<file path="config.mk">
export PLATFORM = sky130hd
export DESIGN_NAME = farm_sensor_conditioner_flat
export DESIGN_NICKNAME = d
export VERILOG_FILES = /design/src/rtl/farm_sensor_conditioner_pkg.sv /design/src/rtl/farm_sensor_conditioner_if.sv /design/src/rtl/farm_sensor_conditioner_loop_debounce.sv /design/src/rtl/farm_sensor_conditioner.sv /design/src/flat_wrapper.sv
export SDC_FILE = /design/constraint.sdc
export NUM_CORES = 1
export LEC_CHECK = 0
export ABC_AREA = 1
export BUFFER_PORTS_ARGS = -buffer_cell sky130_fd_sc_hd__buf_2
export CAP_MARGIN = 10
export CORE_MARGIN = 2
export CORE_UTILIZATION = 47
export CTS_CLUSTER_SIZE = 12
export DETAILED_ROUTE_END_ITERATION = 6
export PLACE_DENSITY_LB_ADDON = 0.3
export SYNTH_ARGS = -nofsm -noshare
export SYNTH_HDL_FRONTEND = slang
export SYNTH_SLANG_ARGS = --single-unit
</file>
<file path="constraint.sdc">
create_clock -name clk -period 1.75 [get_ports clk]
set_input_delay 0 -clock clk [delete_from_list [all_inputs] [get_ports clk]]
set_output_delay 0 -clock clk [all_outputs]
set_load 0.05 [all_outputs]
</file>
<file path="src/rtl/farm_sensor_conditioner_pkg.sv">
// Shared lamp codes, debounce state encoding and a lamp decode helper for the
// farm-road sensor conditioner.
package traffic_pkg;

    localparam logic [1:0] SIG_GREEN  = 2'b01;
    localparam logic [1:0] SIG_YELLOW = 2'b10;
    localparam logic [1:0] SIG_RED    = 2'b11;

    typedef enum logic [1:0] {
        DB_LOW,
        DB_RISE,
        DB_HIGH,
        DB_FALL
    } db_state_e;

    // 00 is an undefined lamp code and is deliberately treated as not-green.
    function automatic logic is_green(input logic [1:0] code);
        return code == SIG_GREEN;
    endfunction

endpackage

</file>
<file path="src/rtl/farm_sensor_conditioner_if.sv">
// Loop/lamp inputs and demand/count outputs of the farm sensor conditioner.
// master = side driving the loop and lamp feedback, slave = the conditioner.
interface farm_sensor_conditioner_if #(
    parameter int CNT_W = 8
);
    logic             raw_loop;
    logic [1:0]       farm_signal;
    logic             sensor;
    logic [CNT_W-1:0] pending;
    logic [CNT_W-1:0] vehicle_total;
    logic             stuck_fault;

    modport master (
        output raw_loop, farm_signal,
        input  sensor, pending, vehicle_total, stuck_fault
    );

    modport slave (
        input  raw_loop, farm_signal,
        output sensor, pending, vehicle_total, stuck_fault
    );
endinterface

</file>
<file path="src/rtl/farm_sensor_conditioner_loop_debounce.sv">
// Two-flop synchronizer plus LOW/RISE/HIGH/FALL debounce of the inductive loop.
// Filtered level and the one-cycle arrival pulse are both registered; no backpressure.
module loop_debounce
    import traffic_pkg::*;
#(
    parameter int DEBOUNCE_CYCLES = 4
) (
    input  logic clk,
    input  logic rst,
    input  logic raw_i,
    output logic level_o,
    output logic arrival_o
);

    localparam int            CW     = 8;
    localparam logic [CW-1:0] TARGET = CW'(DEBOUNCE_CYCLES);

    logic          meta_q;
    logic          sync_q;
    db_state_e     state_q;
    logic [CW-1:0] cnt_q;
    logic          level_q;
    logic          arrival_q;

    // cnt_q counts stable samples of the opposite level seen so far; it is 0
    // in LOW/HIGH, which lets the settled and transient states share one branch.
    always_ff @(posedge clk) begin
        if (rst) begin
            meta_q    <= 1'b0;
            sync_q    <= 1'b0;
            state_q   <= DB_LOW;
            cnt_q     <= '0;
            level_q   <= 1'b0;
            arrival_q <= 1'b0;
        end else begin
            meta_q    <= raw_i;
            sync_q    <= meta_q;
            arrival_q <= 1'b0;
            case (state_q)
                DB_LOW, DB_RISE: begin
                    if (!sync_q) begin
                        state_q <= DB_LOW;
                        cnt_q   <= '0;
                    end else if (cnt_q + 1'b1 == TARGET) begin
                        state_q   <= DB_HIGH;
                        cnt_q     <= '0;
                        level_q   <= 1'b1;
                        arrival_q <= 1'b1;
                    end else begin
                        state_q <= DB_RISE;
                        cnt_q   <= cnt_q + 1'b1;
                    end
                end
                DB_HIGH, DB_FALL: begin
                    if (sync_q) begin
                        state_q <= DB_HIGH;
                        cnt_q   <= '0;
                    end else if (cnt_q + 1'b1 == TARGET) begin
                        state_q <= DB_LOW;
                        cnt_q   <= '0;
                        level_q <= 1'b0;
                    end else begin
                        state_q <= DB_FALL;
                        cnt_q   <= cnt_q + 1'b1;
                    end
                end
                default: begin
                    state_q <= DB_LOW;
                    cnt_q   <= '0;
                    level_q <= 1'b0;
                end
            endcase
        end
    end

    assign level_o   = level_q;
    assign arrival_o = arrival_q;

endmodule

</file>
<file path="src/rtl/farm_sensor_conditioner.sv">
// Farm-road loop conditioner: debounced arrivals, pending/total counts, registered demand.
// Arrival reaches sensor 2+DEBOUNCE_CYCLES edges after raw rise; no backpressure.
// Optional stuck-loop fail-safe enabled by defining SENSOR_STUCK_DETECT_EN.
module farm_sensor_conditioner
    import traffic_pkg::*;
#(
    parameter int DEBOUNCE_CYCLES = 4,
    parameter int STUCK_CYCLES    = 64,
    parameter int CNT_W           = 8
) (
    input  logic                       clk,
    input  logic                       rst,
    farm_sensor_conditioner_if.slave   bus
);

    if (DEBOUNCE_CYCLES < 1 || DEBOUNCE_CYCLES > 255) begin : g_bad_debounce
        $error("DEBOUNCE_CYCLES out of range 1..255");
    end
    if (STUCK_CYCLES < 2 || STUCK_CYCLES > 65535) begin : g_bad_stuck
        $error("STUCK_CYCLES out of range 2..65535");
    end

    localparam logic [CNT_W-1:0] CNT_MAX = '1;

    logic             level;
    logic             arrival;
    logic             service;
    logic             prev_green_q;
    logic [CNT_W-1:0] pending_q, pending_d;
    logic [CNT_W-1:0] total_q, total_d;
    logic             sensor_q, sensor_d;
    logic             stuck_q, stuck_d;

    loop_debounce #(
        .DEBOUNCE_CYCLES (DEBOUNCE_CYCLES)
    ) u_debounce (
        .clk       (clk),
        .rst       (rst),
        .raw_i     (bus.raw_loop),
        .level_o   (level),
        .arrival_o (arrival)
    );

    assign service = is_green(bus.farm_signal) && !prev_green_q;

    always_comb begin
        pending_d = pending_q;
        if (service) begin
            pending_d = arrival ? CNT_W'(1) : '0;
        end else if (arrival && pending_q != CNT_MAX) begin
            pending_d = pending_q + 1'b1;
        end
        total_d  = total_q + CNT_W'(arrival);
        sensor_d = (pending_d != '0) || stuck_d;
    end

`ifdef SENSOR_STUCK_DETECT_EN
    localparam int            SW           = 16;
    localparam logic [SW-1:0] STUCK_TARGET = SW'(STUCK_CYCLES);

    logic [SW-1:0] stuck_cnt_q, stuck_cnt_d;

    // Count saturates at the target so a loop held for hours cannot wrap
    // and drop the fault while still occupied.
    always_comb begin
        stuck_cnt_d = '0;
        stuck_d     = 1'b0;
        if (level) begin
            stuck_cnt_d = (stuck_cnt_q == STUCK_TARGET) ? stuck_cnt_q : stuck_cnt_q + 1'b1;
            stuck_d     = stuck_q || (stuck_cnt_d == STUCK_TARGET);
        end
    end

    always_ff @(posedge clk) begin
        if (rst) begin
            stuck_cnt_q <= '0;
        end else begin
            stuck_cnt_q <= stuck_cnt_d;
        end
    end
`else
    // The filtered level only feeds the stuck detector.
    logic unused_level;
    assign unused_level = level;
    assign stuck_d      = 1'b0;
`endif

    always_ff @(posedge clk) begin
        if (rst) begin
            prev_green_q <= 1'b1;
            pending_q    <= '0;
            total_q      <= '0;
            sensor_q     <= 1'b0;
            stuck_q      <= 1'b0;
        end else begin
            prev_green_q <= is_green(bus.farm_signal);
            pending_q    <= pending_d;
            total_q      <= total_d;
            sensor_q     <= sensor_d;
            stuck_q      <= stuck_d;
        end
    end

    assign bus.sensor        = sensor_q;
    assign bus.pending       = pending_q;
    assign bus.vehicle_total = total_q;
    assign bus.stuck_fault   = stuck_q;

endmodule

</file>
<file path="src/flat_wrapper.sv">
// flat-port wrapper written by rule: the top's interface ports become plain ports
module farm_sensor_conditioner_flat import traffic_pkg::*;
#(
    parameter int DEBOUNCE_CYCLES = 4,
    parameter int STUCK_CYCLES    = 64,
    parameter int CNT_W           = 8
)
  (clk, rst, bus_raw_loop, bus_farm_signal, bus_sensor, bus_pending, bus_vehicle_total, bus_stuck_fault);
  farm_sensor_conditioner_if #(.CNT_W(CNT_W)) bus_i ();
  input  logic clk;
  input  logic rst;
  input wire logic [$bits(bus_i.raw_loop)-1:0] bus_raw_loop;
  input wire logic [$bits(bus_i.farm_signal)-1:0] bus_farm_signal;
  output wire logic [$bits(bus_i.sensor)-1:0] bus_sensor;
  output wire logic [$bits(bus_i.pending)-1:0] bus_pending;
  output wire logic [$bits(bus_i.vehicle_total)-1:0] bus_vehicle_total;
  output wire logic [$bits(bus_i.stuck_fault)-1:0] bus_stuck_fault;
  assign bus_i.raw_loop = bus_raw_loop;
  assign bus_i.farm_signal = bus_farm_signal;
  assign bus_sensor = bus_i.sensor;
  assign bus_pending = bus_i.pending;
  assign bus_vehicle_total = bus_i.vehicle_total;
  assign bus_stuck_fault = bus_i.stuck_fault;
  farm_sensor_conditioner #(.DEBOUNCE_CYCLES(DEBOUNCE_CYCLES), .STUCK_CYCLES(STUCK_CYCLES), .CNT_W(CNT_W)) u_core (.clk(clk), .rst(rst), .bus(bus_i));
endmodule
</file>
==> impl_metrics.tcl, run 1 <==
set metrics [dict create \
    finalCritPeriodShare_pct 89.2 \
    power_leakage_nw 0.704 \
    io_pins 23 \
    worst-setup-path-type "register to register" \
    yosys_register_bits 30 \
    report.final.slew_viol_count 0 \
    vdd_drop_max_uv 771 \
    synth_edf_count 0 \
    synth_warnings 0 \
    multi_input_area_sq_um 657 \
    yosysMostFrequentCell "nand2_1" \
    max_stage_delay_ps 380 \
    synth_top_area_share_pct 43.0 \
    cts.sinks 30 \
    synth_common_cells "nand2_1, nor2_1, dfxtp_1" \
    critPathBufInv 0 \
    slowest_stage "dfxtp_2" \
    vias 1221 \
    grt.busiest_layer "met2" \
    synth_nets 204 \
    h-tree-depth 2 \
    swShare_pct 22.6 \
    layout.nets 232 \
    async_flop_share_pct 0 \
    crit_family "simple AND/OR/NAND/NOR gates" \
    path_max_fanout 8 \
    combPwrFrac_pct 3.2 \
    required_ps 1950 \
    syn_inst 195 \
    maxCapViolations 0 \
    cts_tree "done" \
    cts_buffer_depth 2 \
    met2_usage_pct 25.7 \
    pwr_density_cell_mw_per_mm2 712 \
    status "complete, no violations" \
    drt_iter0_markers 44 \
    p_clk_share_pct 37.0 \
    die_x_um 58.5 \
    hold_viol 0 \
    start_kind "register" \
    portBuffers 21 \
    grtUsageMet1_pct 20.0 \
    p_seq_share_pct 59.8 \
    fin_skew_ps 10.8 \
    num_antenna_cells 0 \
    clock_latency_ps 320 \
    yosysSeqAreaShare_pct 43.0 \
    synthFlopType "dfxtp_1" \
    start_util_pct 50.2 \
    first_pass_iters 4 \
    arrival_ps 1760 \
    final-setup-viol-count 0 \
    netSwitchingPower_uw 260 \
    cts_root_buf "clkbuf_4" \
    synth_top_cell_by_area "dfxtp_1" \
    wl_um 2490 \
    avgViaCountPerCell 4.79 \
    drc 0 \
    max_freq_ghz 0.640 \
    synth_cell_types 25 \
    min_path_type "input pin to register" \
    tns_ps 0 \
    grt_start_max_net_pins 19 \
    regArea_sq_um 603 \
    grt_pass1_wl_um 4230 \
    nFillCells 288 \
    timing.hold.ws_ps 25.4 \
    overflow 0 \
    crit_chain "ha_1 > nand2_2 > nor2_4 > nand2_4 > nand2_4 > nand2_1 > nand3_1 > nand3_1 > nor2_1 > a21oi_1" \
    wl_per_cell_um 9.78 \
    grtUsageTotal_pct 16.4 \
    period_minus_slack_ps 1560 \
    dieArea_sq_mm 0.00343 \
    endpoint_kind "register" \
    chipHeight_um 58.5 \
    clkTransAtPathRegs_ps 100 \
    antenna_found_initial 0 \
    synth_area_leaders "dfxtp_1, nand2_1, nor2_1" \
    cts-buffers-inserted 5 \
    drtAntennaViolNets 0 \
    synthToLayoutAreaGrowth_pct 15.8 \
    syn_avg_cell_area_sq_um 7.17 \
    rsz0062_at_grt "no" \
    grt_pass1_vias 1062 \
    rows 19 \
    dpl.hpwl_um 1870 \
    grtUsageMet3_pct 5.93 \
    p_int_uw 892 \
    place_congestion 0.803 \
    syn_area_sq_mm 0.00140 \
    core_area_sq_mm 0.00278 \
    drive_gt1_share_pct 19.2 \
]
## flip-flops by register name, summed over array words and instances (netlist names)
name	cells
u_core.u_debounce.arrival_o	1
u_core.u_debounce.cnt_q	8
u_core.u_debounce.meta_q	1
u_core.bus.pending	8
u_core.u_debounce.sync_q	1
u_core.prev_green_q	1
u_core.bus.vehicle_total	8
u_core.bus.sensor	1
u_core.u_debounce.state_q	1
## final timing paths
kind,slack [ps],endpoint,cells past startpoint,start
max,190,u_core.bus.sensor,10,u_core.bus.pending[1]
min,30,u_core.bus.vehicle_total[7],2,rst
max reg2reg,190,u_core.bus.sensor,10,u_core.bus.pending[1]
min reg2reg,430,u_core.u_debounce.sync_q,2,u_core.u_debounce.meta_q
## per-layer routing
metal,vias to the layer above,wire (um)
met5,-,0
met4,0,31
met3,4,83
met2,14,1140
met1,526,1240
li1,677,-
## cell type report
cell class | instances | area share [%]
sequential | 30 | 37.3
clock buffer | 6 | 3.17
tap | 31 | 2.40
inverter | 30 | 6.96
timing repair buffer | 25 | 8.82
multi-input combinational | 131 | 40.6
clock inverter | 2 | 0.773
## cells in the final DEF (no fill, tap or decap), drive strengths merged, types with 3 or more instances in the layout
| master | n |
|---|---|
| dlygate4sd3 | 3 |
| nor2 | 34 |
| o21ai | 9 |
| buf | 22 |
| a21oi | 12 |
| dfxtp | 30 |
| nor3 | 4 |
| ha | 4 |
| nand3 | 21 |
| inv | 30 |
| nand2 | 36 |
| clkbuf | 6 |
| nand4 | 5 |
## power groups by stage
stage / combinational (mW) / sequential [mW] / clock, mW
after floorplan: 0.0275 / 0.704 / 0
after global placement: 0.0312 / 0.704 / 0
final: 0.0369 / 0.688 / 0.427
after detailed placement: 0.0317 / 0.704 / 0
after global routing: 0.0421 / 0.689 / 0.472
after CTS: 0.0370 / 0.689 / 0.449
## through the flow
stage          util [%]  cell area, sq um  std cells  total power [mW]  worst slack (ps)
2_1_floorplan         -              1400        195             0.731              91.4
3_3_place_gp       54.8              1520        244             0.735               173
3_5_place_dp       54.8              1520        244             0.736               164
4_1_cts            58.2              1620        255              1.17               131
5_1_grt            58.2              1620        255              1.20              19.6
6_report           58.2              1620        255              1.15               189
## cell families (layout without fill, tap and decap cells)
logic type,after synthesis,in the layout,synth area share [%]
xor+xnor,3,3,1.88
flops,30,30,43.0
simple gates,102,102,33.8
compound gates,21,21,7.52
buf+inv,34,63,10.0
fa+ha+maj,4,4,3.58
other cells,1,1,0.268
## repair_timing
action	CTS	global route
resized for setup	0	1
hold endpoints to repair	2	0
hold buffers	3	0
endpoints found under the setup margin	0	1
setup buffers	0	0
(Power assumes the default switching activity.)
==> run 2: changes to the inputs <==
--- a/config.mk
+++ b/config.mk
@@ -5,7 +5,6 @@
 export SDC_FILE = /design/constraint.sdc
 export NUM_CORES = 1
 export LEC_CHECK = 0
-export ABC_AREA = 1
 export BUFFER_PORTS_ARGS = -buffer_cell sky130_fd_sc_hd__buf_2
 export CAP_MARGIN = 10
 export CORE_MARGIN = 2
==> run 2 against run 1 <==
Compared with the run above:
- cell count is 21% lower
- sequential cell count stayed put
- power is 8.5% higher
- worst setup slack worse by 95 ps
- sequential share of layout area is 0.59 points higher
- core utilization is 0.18 points lower
- count of clock-buffer cells in the layout is 1 higher
- fmax is 5.7% lower
- sequential power hardly changed
- global-route usage is 0.45 points higher
- via count is 9.6% lower
- final area is 1.2% lower
- critical path type unchanged
==> impl_metrics.tcl, run 2 <==
set metrics [dict create \
    crit_chain "ha_1 > nand3_1 > o21ai_2 > or2_2 > o221ai_1 > a41oi_2" \
    slowest_stage "dfxtp_2" \
    wl_um 2500 \
    cts_root_buf "clkbuf_4" \
    grtUsageTotal_pct 16.8 \
    avgViaCountPerCell 5.47 \
    synth_edf_count 0 \
    placed_area_sq_mm 0.00149 \
    final-setup-viol-count 0 \
    crit_family "simple AND/OR/NAND/NOR gates" \
    synth_nets 151 \
    rr_startpoint "u_core.bus.pending[0]" \
    syn_avg_cell_area_sq_um 9.60 \
    io_pins 23 \
    h-tree-depth 2 \
    vias 1104 \
    regArea_sq_um 606 \
    antenna_found_initial 0 \
    syn_area_sq_mm 0.00136 \
    overflow 0 \
    synth_top_area_share_pct 44.1 \
    synthFlopType "dfxtp_1" \
    clkTransAtPathRegs_ps 90 \
    required_ps 1940 \
    multi_input_area_sq_um 722 \
    hold_viol 0 \
    async_flop_share_pct 0 \
    layout.nets 179 \
    clock_latency_ps 320 \
    layout.cells.most_common "dfxtp_1" \
    yosysMostFrequentCell "dfxtp_1" \
    drtAntennaViolNets 0 \
    yosys_register_bits 30 \
    cts_setup_buffers 0 \
    min_path_type "input pin to register" \
    power_leakage_nw 0.693 \
    critPathBufInv 0 \
    pwr_density_cell_mw_per_mm2 782 \
    cts-buffers-inserted 5 \
    worst-setup-path-type "register to register" \
    start_kind "register" \
    start_util_pct 49.4 \
    final_cell_mix "dfxtp_1, buf_2, nor2_1, nand3_1, xor2_1" \
    finalCritPeriodShare_pct 94.6 \
    vdd_drop_max_uv 781 \
    path_max_fanout 6 \
    grt_pass1_wl_um 4310 \
    synthToLayoutAreaGrowth_pct 17.4 \
    cts_tree "done" \
    synth_top_cell_by_area "dfxtp_1" \
    num_antenna_cells 0 \
    fin_skew_ps 7.44 \
    ff2ff_path_depth 6 \
    worstReg2RegEnd "u_core.bus.sensor" \
    arrival_ps 1840 \
    first_pass_iters 4 \
    final_area_sq_mm 0.00160 \
    maxCapViolations 0 \
    cts_buffer_depth 2 \
    hold-path-endpoint "u_core.bus.vehicle_total[5]" \
    wl_per_cell_um 12.4 \
    nFillCells 250 \
    report.final.slew_viol_count 0 \
    cts.sinks 30 \
    grt_start_max_net_pins 24 \
    place_congestion 0.885 \
    max_freq_ghz 0.604 \
    synth_cell_types 39 \
    rows 19 \
    status "complete, no violations" \
    synth_common_cells "dfxtp_1, nor2_1, nand3_1" \
    synth_area_leaders "dfxtp_1, xor2_1, nor2_1" \
    whs_path_depth 2 \
    dieArea_sq_mm 0.00335 \
    endpoint_kind "register" \
    max_stage_delay_ps 360 \
    drc 0 \
    grt_pass1_vias 1039 \
    period_minus_slack_ps 1660 \
    syn_inst 142 \
    yosysSeqAreaShare_pct 44.1 \
    die_x_um 57.8 \
    drive_gt1_share_pct 23.4 \
    core_area_sq_mm 0.00276 \
    ff2ff_setup_slack_ps 90 \
    rsz0062_at_grt "no" \
    dpl.hpwl_um 1800 \
    chipHeight_um 57.8 \
    tns_ps 0 \
    drt_iter0_markers 44 \
    synth_warnings 0 \
    min_from "rst" \
    portBuffers 21 \
]
==> run 2: cell count changes after synthesis, moves of 9 or more <==
cell,previous run,this run
nand2_1,32,1
inv_1,26,4
nor2_1,31,19
a21oi_1,12,2
nand3_1,21,11
xor2_1,1,10
==> run 2: final cells by class <==
cell class	count	area share [%]
multi-input cells	104	45.1
flip-flops and latches	30	37.9
repair buffers	25	8.92
clock buffers	7	2.82
well taps	31	2.43
clock inverters	1	1.88
inverters	4	0.939
==> run 2: worst max path at each step <==
stage / startpoint / end / slack, ps / depth (start not counted)
6_report: u_core.bus.pending[0] / u_core.bus.sensor / 90 / 6
5_1_grt: u_core.bus.pending[0] / u_core.bus.sensor / 5 / 6
4_1_cts: u_core.bus.pending[0] / u_core.bus.sensor / 70 / 6
3_5_place_dp: u_core.bus.pending[0] / u_core.bus.sensor / 90 / 6
3_3_place_gp: u_core.bus.pending[0] / u_core.bus.sensor / 190 / 6
2_1_floorplan: u_core.bus.pending[6] / u_core.bus.sensor / 6 / 5
==> run 2: logic make-up after synthesis <==
logic type	count (synthesis)	share of synthesized area [%]
xor+xnor	15	9.64
other cells	1	0.275
simple gates	66	28.1
fa+ha+maj	4	3.67
flops	30	44.1
compound gates	14	8.08
mux	4	2.94
buf+inv	8	3.21
==> run 2: stage by stage <==
stage	std cells	power (mW)	hold slack [ps]	setup WS (ps)	util [%]
5_1_grt	202	1.30	95.2	4.78	58.0
2_1_floorplan	142	0.729	71.6	6.50	-
3_3_place_gp	191	0.734	209	186	54.0
6_report	202	1.25	93.9	94.0	58.0
4_1_cts	202	1.27	78.6	70.5	57.8
3_5_place_dp	191	0.736	215	94.6	54.0
==> run 2: per-layer routing <==
metal	GRT usage, %	wire (um)	up-vias
li1	-	-	557
met1	20.0	1160	522
met2	27.6	1210	20
met3	6.03	106	5
met4	6.98	25	0
met5	0	0	-
==> run 2: repair_timing <==
item / in CTS / in global routing
endpoints found under the hold margin: 2 / 0
setup endpoints to repair: 0 / 1
hold buffers: 3 / 0
resized for setup: 0 / 1
==> run 2: power by group <==
part           internal (mW)  switching, mW  total (mW)
logic                 0.0142         0.0223      0.0364
clock network          0.303          0.222       0.525
registers              0.686        0.00198       0.688
total                   1.00          0.246        1.25
==> run 3: changes to the inputs <==
--- a/config.mk
+++ b/config.mk
@@ -8,7 +8,7 @@
 export BUFFER_PORTS_ARGS = -buffer_cell sky130_fd_sc_hd__buf_2
 export CAP_MARGIN = 10
 export CORE_MARGIN = 2
-export CORE_UTILIZATION = 47
+export CORE_UTILIZATION = 35
 export CTS_CLUSTER_SIZE = 12
 export DETAILED_ROUTE_END_ITERATION = 6
 export PLACE_DENSITY_LB_ADDON = 0.3
==> run 3 against run 2 <==
Compared with the run above:
- count of clock-buffer cells in the layout shrank 1
- worst setup slack better by 15 ps
- first-iteration DRC count is 59% lower
- combinational power up 1%
- power grew 4.5%
- sequential share of layout area shrank 0.95 points
- clock power up 10%
- non-clock buffer count unchanged
==> impl_metrics.tcl, run 3 (same netlist as run 2, synthesis figures left out) <==
set metrics [dict create \
    place_congestion 0.870 \
    period_minus_slack_ps 1640 \
    worstReg2RegEnd "u_core.bus.sensor" \
    layout.nets 179 \
    fin_skew_ps 7.76 \
    final-setup-viol-count 0 \
    cts_root_buf "clkbuf_8" \
    final_cell_mix "dfxtp_1, buf_2, nor2_1, nand3_1, xor2_1" \
    die_x_um 66.4 \
    avgViaCountPerCell 5.02 \
    crit_chain "ha_1 > nand3_1 > o21ai_2 > or2_2 > o221ai_1 > a41oi_2" \
    drive_gt1_share_pct 24.6 \
    report.final.slew_viol_count 0 \
    cts_tree "done" \
    cts-buffers-inserted 5 \
    h-tree-depth 2 \
    crit_family "simple AND/OR/NAND/NOR gates" \
    io_pins 23 \
    clock_latency_ps 280 \
    instances_no_fill 219 \
    chipHeight_um 66.4 \
    regArea_sq_um 606 \
    num_antenna_cells 0 \
    min_path_type "input pin to register" \
    drt_iter0_markers 18 \
    place_inst 208 \
    overflow 0 \
    rr_startpoint "u_core.bus.pending[0]" \
    endpoint_kind "register" \
    drc 0 \
    core_area_sq_mm 0.00369 \
    antenna_found_initial 0 \
    cts_buffer_depth 2 \
    layout.cells.most_common "dfxtp_1" \
    power_leakage_nw 0.701 \
    required_ps 1890 \
    rsz0062_at_grt "no" \
    wl_per_cell_um 12.0 \
    cts.sinks 30 \
    slowest_stage "dfxtp_2" \
    ff2ff_path_depth 6 \
    timing.hold.ws_ps 135 \
    dieArea_sq_mm 0.00441 \
    grt_pass1_wl_um 4440 \
    maxCapViolations 0 \
    clkTransAtPathRegs_ps 70 \
    drtAntennaViolNets 0 \
    grt_start_max_net_pins 24 \
    hold_viol 0 \
    synthToLayoutAreaGrowth_pct 20.4 \
    rows 22 \
    grtUsageTotal_pct 13.6 \
    crit_path_end "u_core.bus.sensor" \
    path_max_fanout 6 \
    vdd_drop_max_uv 518 \
    critPathBufInv 0 \
    placed_area_sq_mm 0.00151 \
    start_util_pct 36.9 \
    grt_pass1_vias 1046 \
    vias 1099 \
    first_pass_iters 4 \
    ff2ff_setup_slack_ps 110 \
    arrival_ps 1780 \
    whs_path_depth 2 \
    worst-setup-path-type "register to register" \
    startpoint "u_core.bus.pending[0]" \
    tns_ps 0 \
    final_area_sq_mm 0.00164 \
    start_kind "register" \
    max_freq_ghz 0.609 \
    dpl.hpwl_um 1830 \
    max_stage_delay_ps 340 \
    finalCritPeriodShare_pct 93.8 \
    portBuffers 21 \
    status "complete, no violations" \
    multi_input_area_sq_um 722 \
    wl_um 2630 \
    path_depth 6 \
    pwr_density_cell_mw_per_mm2 796 \
    nFillCells 371 \
]
run 3: cell count changes in the layout (fill, tap and decap cells not counted):
cell	before	now
bufinv_16	1	0
clkbuf_1	2	0
clkbuf_4	5	0
clkbuf_8	0	6
clkinv_2	0	1
clkinvlp_4	0	1
run 3: per-stage QoR:
step | worst slack, ps | util, % | power (mW)
after floorplan | 6.50 | - | 0.729
after global placement | 184 | 41.0 | 0.734
after detailed placement | 107 | 41.0 | 0.735
after CTS | 77.1 | 44.4 | 1.32
after global routing | 14.6 | 44.5 | 1.37
final | 109 | 44.5 | 1.31
run 3: worst min path at each step:
| stage | slack (ps) | from | endpoint |
|---|---|---|---|
| global route | 150 | rst | u_core.bus.vehicle_total[3] |
| global placement | 210 | bus_farm_signal[0] | u_core.prev_green_q |
| detailed placement | 220 | bus_raw_loop | u_core.u_debounce.meta_q |
| finish | 140 | rst | u_core.bus.vehicle_total[6] |
| CTS | 120 | rst | u_core.bus.vehicle_total[6] |
| floorplan | 70 | rst | u_core.u_debounce.sync_q |
run 3: cell type report:
cell class / instances / area share (%)
tap: 48 / 3.66
clock buffer: 6 / 5.03
inverter: 4 / 0.915
multi-input combinational: 104 / 44.0
timing repair buffer: 25 / 8.70
sequential: 30 / 36.9
clock inverter: 2 / 0.763
run 3: what timing repair did:
item | CTS | global route
hold buffers | 3 | 0
buffers inserted | 0 | 0
resized for setup | 0 | 1
endpoints found under the setup margin | 0 | 1
hold endpoints to repair | 2 | 0
run 3: report_power, final:
part,switching [mW],total (mW),internal [mW]
registers,0.00217,0.689,0.687
logic,0.0225,0.0368,0.0143
clock network,0.264,0.579,0.315
run 3: per-layer routing:
metal | part of all wire (%) | track usage (%) | routed length [um] | up-vias
li1 | - | - | - | 555
met1 | 47 | 15.3 | 1240 | 511
met2 | 46 | 22.4 | 1220 | 26
met3 | 4.8 | 5.45 | 127 | 7
met4 | 1.6 | 6.12 | 42 | 0
met5 | 0 | 0 | 0 | -
